===== src/rtl/mips32_pkg.sv =====
// Shared MIPS32 pipeline definitions.
// Register file geometry, HLT opcode, index type.
package mips32_pkg;

  localparam int NREGS  = 32;
  localparam int REG_AW = 5;

  localparam logic [5:0] OP_HLT = 6'h3F;

  typedef logic [REG_AW-1:0] reg_idx_t;

endpackage


===== src/rtl/mips32_hazard_scoreboard_if.sv =====
// Decode-to-scoreboard issue handshake.
// Decode is the master, scoreboard the slave.
interface mips32_hazard_scoreboard_if;
  import mips32_pkg::*;

  logic     issue_valid;
  reg_idx_t issue_src_a;
  reg_idx_t issue_src_b;
  logic     issue_use_a;
  logic     issue_use_b;
  logic     issue_wr;
  reg_idx_t issue_dst;
  logic     issue_halt;
  logic     issue_ready;

  modport master (
    output issue_valid,
    output issue_src_a,
    output issue_src_b,
    output issue_use_a,
    output issue_use_b,
    output issue_wr,
    output issue_dst,
    output issue_halt,
    input  issue_ready
  );

  modport slave (
    input  issue_valid,
    input  issue_src_a,
    input  issue_src_b,
    input  issue_use_a,
    input  issue_use_b,
    input  issue_wr,
    input  issue_dst,
    input  issue_halt,
    output issue_ready
  );

endinterface


===== src/rtl/mips32_sb_counter.sv =====
// One pending-write countdown for a register.
// Clear beats load; load beats decrement.
module mips32_sb_counter #(
  parameter int CNT_W    = 3,
  parameter int LOAD_VAL = 3
) (
  input  logic             clk,
  input  logic             rst_n,
  input  logic             clr,
  input  logic             load,
  output logic [CNT_W-1:0] cnt
);

  // count down to zero, reload on a new write
  always_ff @(posedge clk or negedge rst_n) begin
    if (!rst_n) begin
      cnt <= '0;
    end else if (clr) begin
      cnt <= '0;
    end else if (load) begin
      cnt <= CNT_W'(LOAD_VAL);
    end else if (cnt != '0) begin
      cnt <= cnt - 1'b1;
    end
  end

endmodule


===== src/rtl/mips32_hazard_scoreboard.sv =====
// In-order issue scoreboard: RAW stall, HLT drain, flush.
// Define SCOREBOARD_FWD_EN to let EX/MEM bypass cover the last cycle.
module mips32_hazard_scoreboard #(
  parameter int NREGS  = mips32_pkg::NREGS,
  parameter int REG_AW = mips32_pkg::REG_AW,
  parameter int WB_LAT = 3,
  parameter int CNT_W  = 3
) (
  input  logic                  clk,
  input  logic                  rst_n,
  mips32_hazard_scoreboard_if.slave issue,
  input  logic                  flush,
  output logic [NREGS-1:0]      busy_vec,
  output logic                  drained,
  output logic                  halted,
  output logic [15:0]           stall_cnt
);
  import mips32_pkg::*;

`ifdef SCOREBOARD_FWD_EN
  localparam int H = 1;
`else
  localparam int H = 0;
`endif

  logic [NREGS-1:0][CNT_W-1:0] cnt;

  logic [REG_AW-1:0] src_a;
  logic [REG_AW-1:0] src_b;
  logic [REG_AW-1:0] dst;

  logic hz_a;
  logic hz_b;
  logic ready;
  logic fire;
  logic wr_en;
  logic stall;

  assign src_a = REG_AW'(issue.issue_src_a);
  assign src_b = REG_AW'(issue.issue_src_b);
  assign dst   = REG_AW'(issue.issue_dst);

  assign cnt[0] = '0;

  for (genvar r = 1; r < NREGS; r++) begin : g_reg
    logic ld;
    assign ld = wr_en & (dst == REG_AW'(r));
    mips32_sb_counter #(
      .CNT_W    (CNT_W),
      .LOAD_VAL (WB_LAT)
    ) u_cnt (
      .clk   (clk),
      .rst_n (rst_n),
      .clr   (flush),
      .load  (ld),
      .cnt   (cnt[r])
    );
  end

  // per-register busy flags and drain status
  always_comb begin
    busy_vec = '0;
    for (int r = 1; r < NREGS; r++) begin
      busy_vec[r] = |cnt[r];
    end
    drained = ~|busy_vec;
  end

  // source hazards against pre-edge counters
  always_comb begin
    hz_a = issue.issue_use_a
         & (src_a != '0)
         & (cnt[src_a] > CNT_W'(H));
    hz_b = issue.issue_use_b
         & (src_b != '0)
         & (cnt[src_b] > CNT_W'(H));
    ready = ~halted & ~hz_a & ~hz_b;
  end

  assign issue.issue_ready = ready;

  assign fire  = issue.issue_valid & ready;
  assign wr_en = fire & issue.issue_wr
               & (dst != '0);
  assign stall = issue.issue_valid & ~ready
               & ~halted;

  // latch HLT acceptance until flush
  always_ff @(posedge clk or negedge rst_n) begin
    if (!rst_n) begin
      halted <= 1'b0;
    end else if (flush) begin
      halted <= 1'b0;
    end else if (fire & issue.issue_halt) begin
      halted <= 1'b1;
    end
  end

  // saturating stall-cycle counter
  always_ff @(posedge clk or negedge rst_n) begin
    if (!rst_n) begin
      stall_cnt <= '0;
    end else if (flush) begin
      stall_cnt <= '0;
    end else if (stall && stall_cnt != 16'hFFFF) begin
      stall_cnt <= stall_cnt + 16'd1;
    end
  end

endmodule


===== src/flat_wrapper.sv =====
// flat-port wrapper written by rule: the top's interface ports become plain ports
module mips32_hazard_scoreboard_flat import mips32_pkg::*;
#(
  parameter int NREGS  = mips32_pkg::NREGS,
  parameter int REG_AW = mips32_pkg::REG_AW,
  parameter int WB_LAT = 3,
  parameter int CNT_W  = 3
)
  (clk, rst_n, flush, busy_vec, drained, halted, stall_cnt, issue_issue_valid, issue_issue_src_a, issue_issue_src_b, issue_issue_use_a, issue_issue_use_b, issue_issue_wr, issue_issue_dst, issue_issue_halt, issue_issue_ready);
  mips32_hazard_scoreboard_if issue_i ();
  input  logic clk;
  input  logic rst_n;
  input  logic flush;
  output logic [NREGS-1:0] busy_vec;
  output logic drained;
  output logic halted;
  output logic [15:0] stall_cnt;
  input wire logic [$bits(issue_i.issue_valid)-1:0] issue_issue_valid;
  input wire logic [$bits(issue_i.issue_src_a)-1:0] issue_issue_src_a;
  input wire logic [$bits(issue_i.issue_src_b)-1:0] issue_issue_src_b;
  input wire logic [$bits(issue_i.issue_use_a)-1:0] issue_issue_use_a;
  input wire logic [$bits(issue_i.issue_use_b)-1:0] issue_issue_use_b;
  input wire logic [$bits(issue_i.issue_wr)-1:0] issue_issue_wr;
  input wire logic [$bits(issue_i.issue_dst)-1:0] issue_issue_dst;
  input wire logic [$bits(issue_i.issue_halt)-1:0] issue_issue_halt;
  output wire logic [$bits(issue_i.issue_ready)-1:0] issue_issue_ready;
  assign issue_i.issue_valid = issue_issue_valid;
  assign issue_i.issue_src_a = issue_issue_src_a;
  assign issue_i.issue_src_b = issue_issue_src_b;
  assign issue_i.issue_use_a = issue_issue_use_a;
  assign issue_i.issue_use_b = issue_issue_use_b;
  assign issue_i.issue_wr = issue_issue_wr;
  assign issue_i.issue_dst = issue_issue_dst;
  assign issue_i.issue_halt = issue_issue_halt;
  assign issue_issue_ready = issue_i.issue_ready;
  mips32_hazard_scoreboard #(.NREGS(NREGS), .REG_AW(REG_AW), .WB_LAT(WB_LAT), .CNT_W(CNT_W)) u_core (.clk(clk), .rst_n(rst_n), .issue(issue_i), .flush(flush), .busy_vec(busy_vec), .drained(drained), .halted(halted), .stall_cnt(stall_cnt));
endmodule

===== config.mk =====
export PLATFORM = sky130hd
export DESIGN_NAME = mips32_hazard_scoreboard_flat
export DESIGN_NICKNAME = d
export VERILOG_FILES = /design/src/rtl/mips32_pkg.sv /design/src/rtl/mips32_hazard_scoreboard_if.sv /design/src/rtl/mips32_sb_counter.sv /design/src/rtl/mips32_hazard_scoreboard.sv /design/src/flat_wrapper.sv
export SDC_FILE = /design/constraint.sdc
export NUM_CORES = 1
export LEC_CHECK = 0
export CORE_MARGIN = 2
export CORE_UTILIZATION = 53
export DETAILED_ROUTE_END_ITERATION = 8
export PLACE_DENSITY_LB_ADDON = 0.2
export RECOVER_POWER = 100
export SYNTH_ARGS = -nofsm -noshare
export SYNTH_HDL_FRONTEND = slang
export SYNTH_SLANG_ARGS = --single-unit

===== constraint.sdc =====
create_clock -name clk -period 3.5 [get_ports clk]
set_input_delay 0.35 -clock clk [delete_from_list [all_inputs] [get_ports clk]]
set_output_delay 0.35 -clock clk [all_outputs]
set_load 0.01 [all_outputs]

==> results.yml <==
route:
  wl_microns: 22000
  drtIter0Drc: 550
  via_per_inst: 6.19
  avgRoutedWirePerCell_microns: 20.2
  dr.pass1.iters: 5
  ant_nets: 0
  vias: 6736
  drc: 0
synth:
  synth_xor_area_share_pct: 3.77
  syn_area_per_cell_sq_um: 8.97
  ys.flop_type: "dfrtp_1"
  ys_types: 58
  synthSimpleGateAreaFrac_pct: 16.8
  yosysWarnings: 0
  synth.area.mux_share_pct: 5.26
  ys_async_sr_fraction_pct: 100
  synthAdderAreaFrac_pct: 10.6
  synth_top_family_by_area: "compound AO/OA/AOI/OAI gates"
  syn_area_sq_um: 7440
  ys_ff_latch: 110
  synth_fp_nets: 916
  syn_inst: 830
  seq_area_frac_synth_pct: 37.0
  synth_edf_count: 0
  synth_compound_area_share_pct: 17.1
setup_path:
  slowest_delay_ns: 0.64
  worstPathRequired_ns: 3.73
  crit_top_cell: "buf_4"
  slowest_stage: "dlygate4sd3_1"
  cp-start-kind: "input port"
  endpoint_kind: "flip-flop"
  crit_fanout: 13
  path_cells: "dlygate4sd3_1 > buf_4 > mux4_2 > o2111ai_1 > a32oi_1 > clkbuf_4 > nor3_1 > buf_4 > and3_1 > a211oi_1"
  cp.arrival_ns: 3.49
  crit_family: "buffers and inverters"
  worst-setup-path-type: "in2reg"
  worstPathBufferInverterCount: 4
clocking:
  clk_pin_slew_ns: 0.08
  clk_path_buf_depth: 2
  cts_buffers: 9
  cts-root-buf: "clkbuf_16"
  clkSinkCount: 110
  cts_tree: "built"
  htreeDepth: 3
  insertion_delay_ns: 0.37
placed_design:
  io_buffers: 72
  dpl.hpwl_microns: 16300
  dp_cells: 1073
  gp_congestion: 0.990
sta:
  final_hold_viol_count: 0
  hold_slack_ns: 0.422
  max_freq_mhz: 306
  tightest_slew_ns: 1.74
  finalSetupViolCount: 0
  rsz0062_at_grt: "false"
  slew_headroom_pct: -15.9
  skew_ns: 0.0130
  timing.setup.tns_ns: 0
  fin_crit_sh_pct: 93.3
  fin_crit_ns: 3.26
  slew_viol_final: 68
worst_hold_path:
  min_path_type: "in2async"
global_routing:
  grt_max_degree: 72
  antenna_found_initial: 0
  grt_pass1_wl_microns: 34700
  track_usage_pct: 30.5
  globalRouteOverflowTotal: 0
  grt_pass1_vias: 6751
floorplan:
  start_util_pct: 54.0
  die_y_microns: 122
  ioPinCount: 74
  core-area_sq_um: 13800
  dieWidth_microns: 122
  dieArea_sq_um: 15000
  rows: 43
cells_and_area:
  diodes: 0
  finalCoreUtilization_pct: 63.3
  nNetsFinal: 990
  area_delta_synth_final_pct: 17.1
  layout-drive-gt1-share_pct: 9.46
  final_cells: 1089
power_and_ir_drop:
  p_total_w: 0.00850
  power.density_nw_per_um2: 975
  leakagePower_nw: 4.00
  peakVddDrop_uv: 386
run_status:
  violations: "capacitance limit, slew limit"
  status: "complete, but fails checks"
job:
  maxCapViolations: 1
==> final timing paths <==
| kind | from | to | slack, ns | depth (start not counted) |
|---|---|---|---|---|
| worst max-delay path | issue_issue_src_a[1] | u_core.g_reg[2].u_cnt.cnt[2] | 0.24 | 10 |
| worst min-delay path | rst_n | u_core.g_reg[13].u_cnt.cnt[2] | 0.42 | 1 |
| worst max register to register | u_core.g_reg[20].u_cnt.cnt[0] | u_core.g_reg[2].u_cnt.cnt[2] | 0.43 | 10 |
| worst min register to register | u_core.g_reg[10].u_cnt.cnt[2] | u_core.g_reg[10].u_cnt.cnt[2] | 0.60 | 2 |
| max in group asynchronous | rst_n | u_core.g_reg[4].u_cnt.cnt[0] | 1.14 | 2 |
| min in group clk | flush | u_core.g_reg[14].u_cnt.cnt[1] | 0.51 | 2 |
==> synthesized netlist by cell type, types with 8 or more instances <==
master	number	share of area, %
nor4_1	10	0.84
nand2b_1	11	0.92
nor3_1	22	1.5
or3_1	10	0.84
o22ai_1	52	4.4
a21oi_1	57	3.8
inv_1	127	6.4
nor2_1	88	4.4
clkbuf_1	19	0.96
ha_1	63	11
nand3_1	18	1.2
xor2_1	31	3.6
mux2_2	22	3.3
nand4_1	13	1.1
o22ai_2	13	2.2
dfrtp_1	110	37
nand2_1	8	0.40
nor2b_1	16	1.3
a211oi_1	38	3.8
==> layout by cell type (no fill, tap or decap), types with 8 or more instances in the layout <==
cell type and n:
a211oi_1 38, a21oi_1 57, buf_4 23, clkbuf_16 9
clkdlybuf4s50_1 17, dfrtp_1 110, dlygate4sd3_1 49, ha_1 63
inv_1 127, mux2_2 21, nand2_1 8, nand2b_1 11
nand3_1 18, nand4_1 13, nor2_1 89, nor2b_1 16
nor3_1 20, nor4_1 8, o22ai_1 63, or3_1 11
xor2_1 31
==> through the flow <==
step | worst slack (ns) | instance area [sq um]
floorplan | 0.976 | 7440
global placement | 0.0862 | 8460
detailed placement | 0.0484 | 8460
CTS | 0.0364 | 8780
global route | 0.183 | 8710
finish | 0.236 | 8710
==> sequential cells by signal (all words and copies together), names as in the netlist <==
| signal | count |
|---|---|
| u_core.stall_cnt | 16 |
| u_core.g.u_cnt.cnt | 93 |
| u_core.halted | 1 |
==> logic make-up after synthesis <==
kind of cell / Yosys count
other: 1
adder cells (fa/ha/maj): 63
multiplexers: 31
AND/OR/NAND/NOR: 237
XOR/XNOR: 32
flip-flops: 110
buffers and inverters: 168
AO/OA/AOI/OAI: 188
==> metal layers <==
layer	wire length, microns	up-vias	GRT usage [%]	share of wire, %
met3	1840	73	7.06	8.3
met1	8800	3286	38.1	40
li1	-	3075	-	-
met4	1030	0	17.0	4.7
met2	10400	302	48.8	47
met5	0	-	0	0
==> worst register-to-register path, delay by kind of cell (launching register included) <==
family	cells	cell delay, ns
compound gates	4	0.78
flops	1	0.42
simple gates	3	1.10
buf+inv	3	0.62
==> what timing repair did <==
action	CTS	global route
buffers inserted	0	0
resized for setup	1	12
endpoints found under the setup margin	1	2
hold buffers	0	0
==> report_power, final <==
part	total, W	leakage, nW	switching, W	internal [W]
clock network	0.00110	0.150	0.000531	0.000573
registers	0.00228	1.45	0.000509	0.00177
logic	0.00511	2.40	0.00276	0.00234
==> layout make-up <==
cell class	instances	area (sq um)
fill	1211	5060
sequential	110	2750
clock buffer	9	225
clock inverter	7	86.3
timing repair buffer	104	997
tap	180	225
inverter	127	477
multi-input combinational	552	3950
Note: power is estimated with default switching activity, not from simulation.
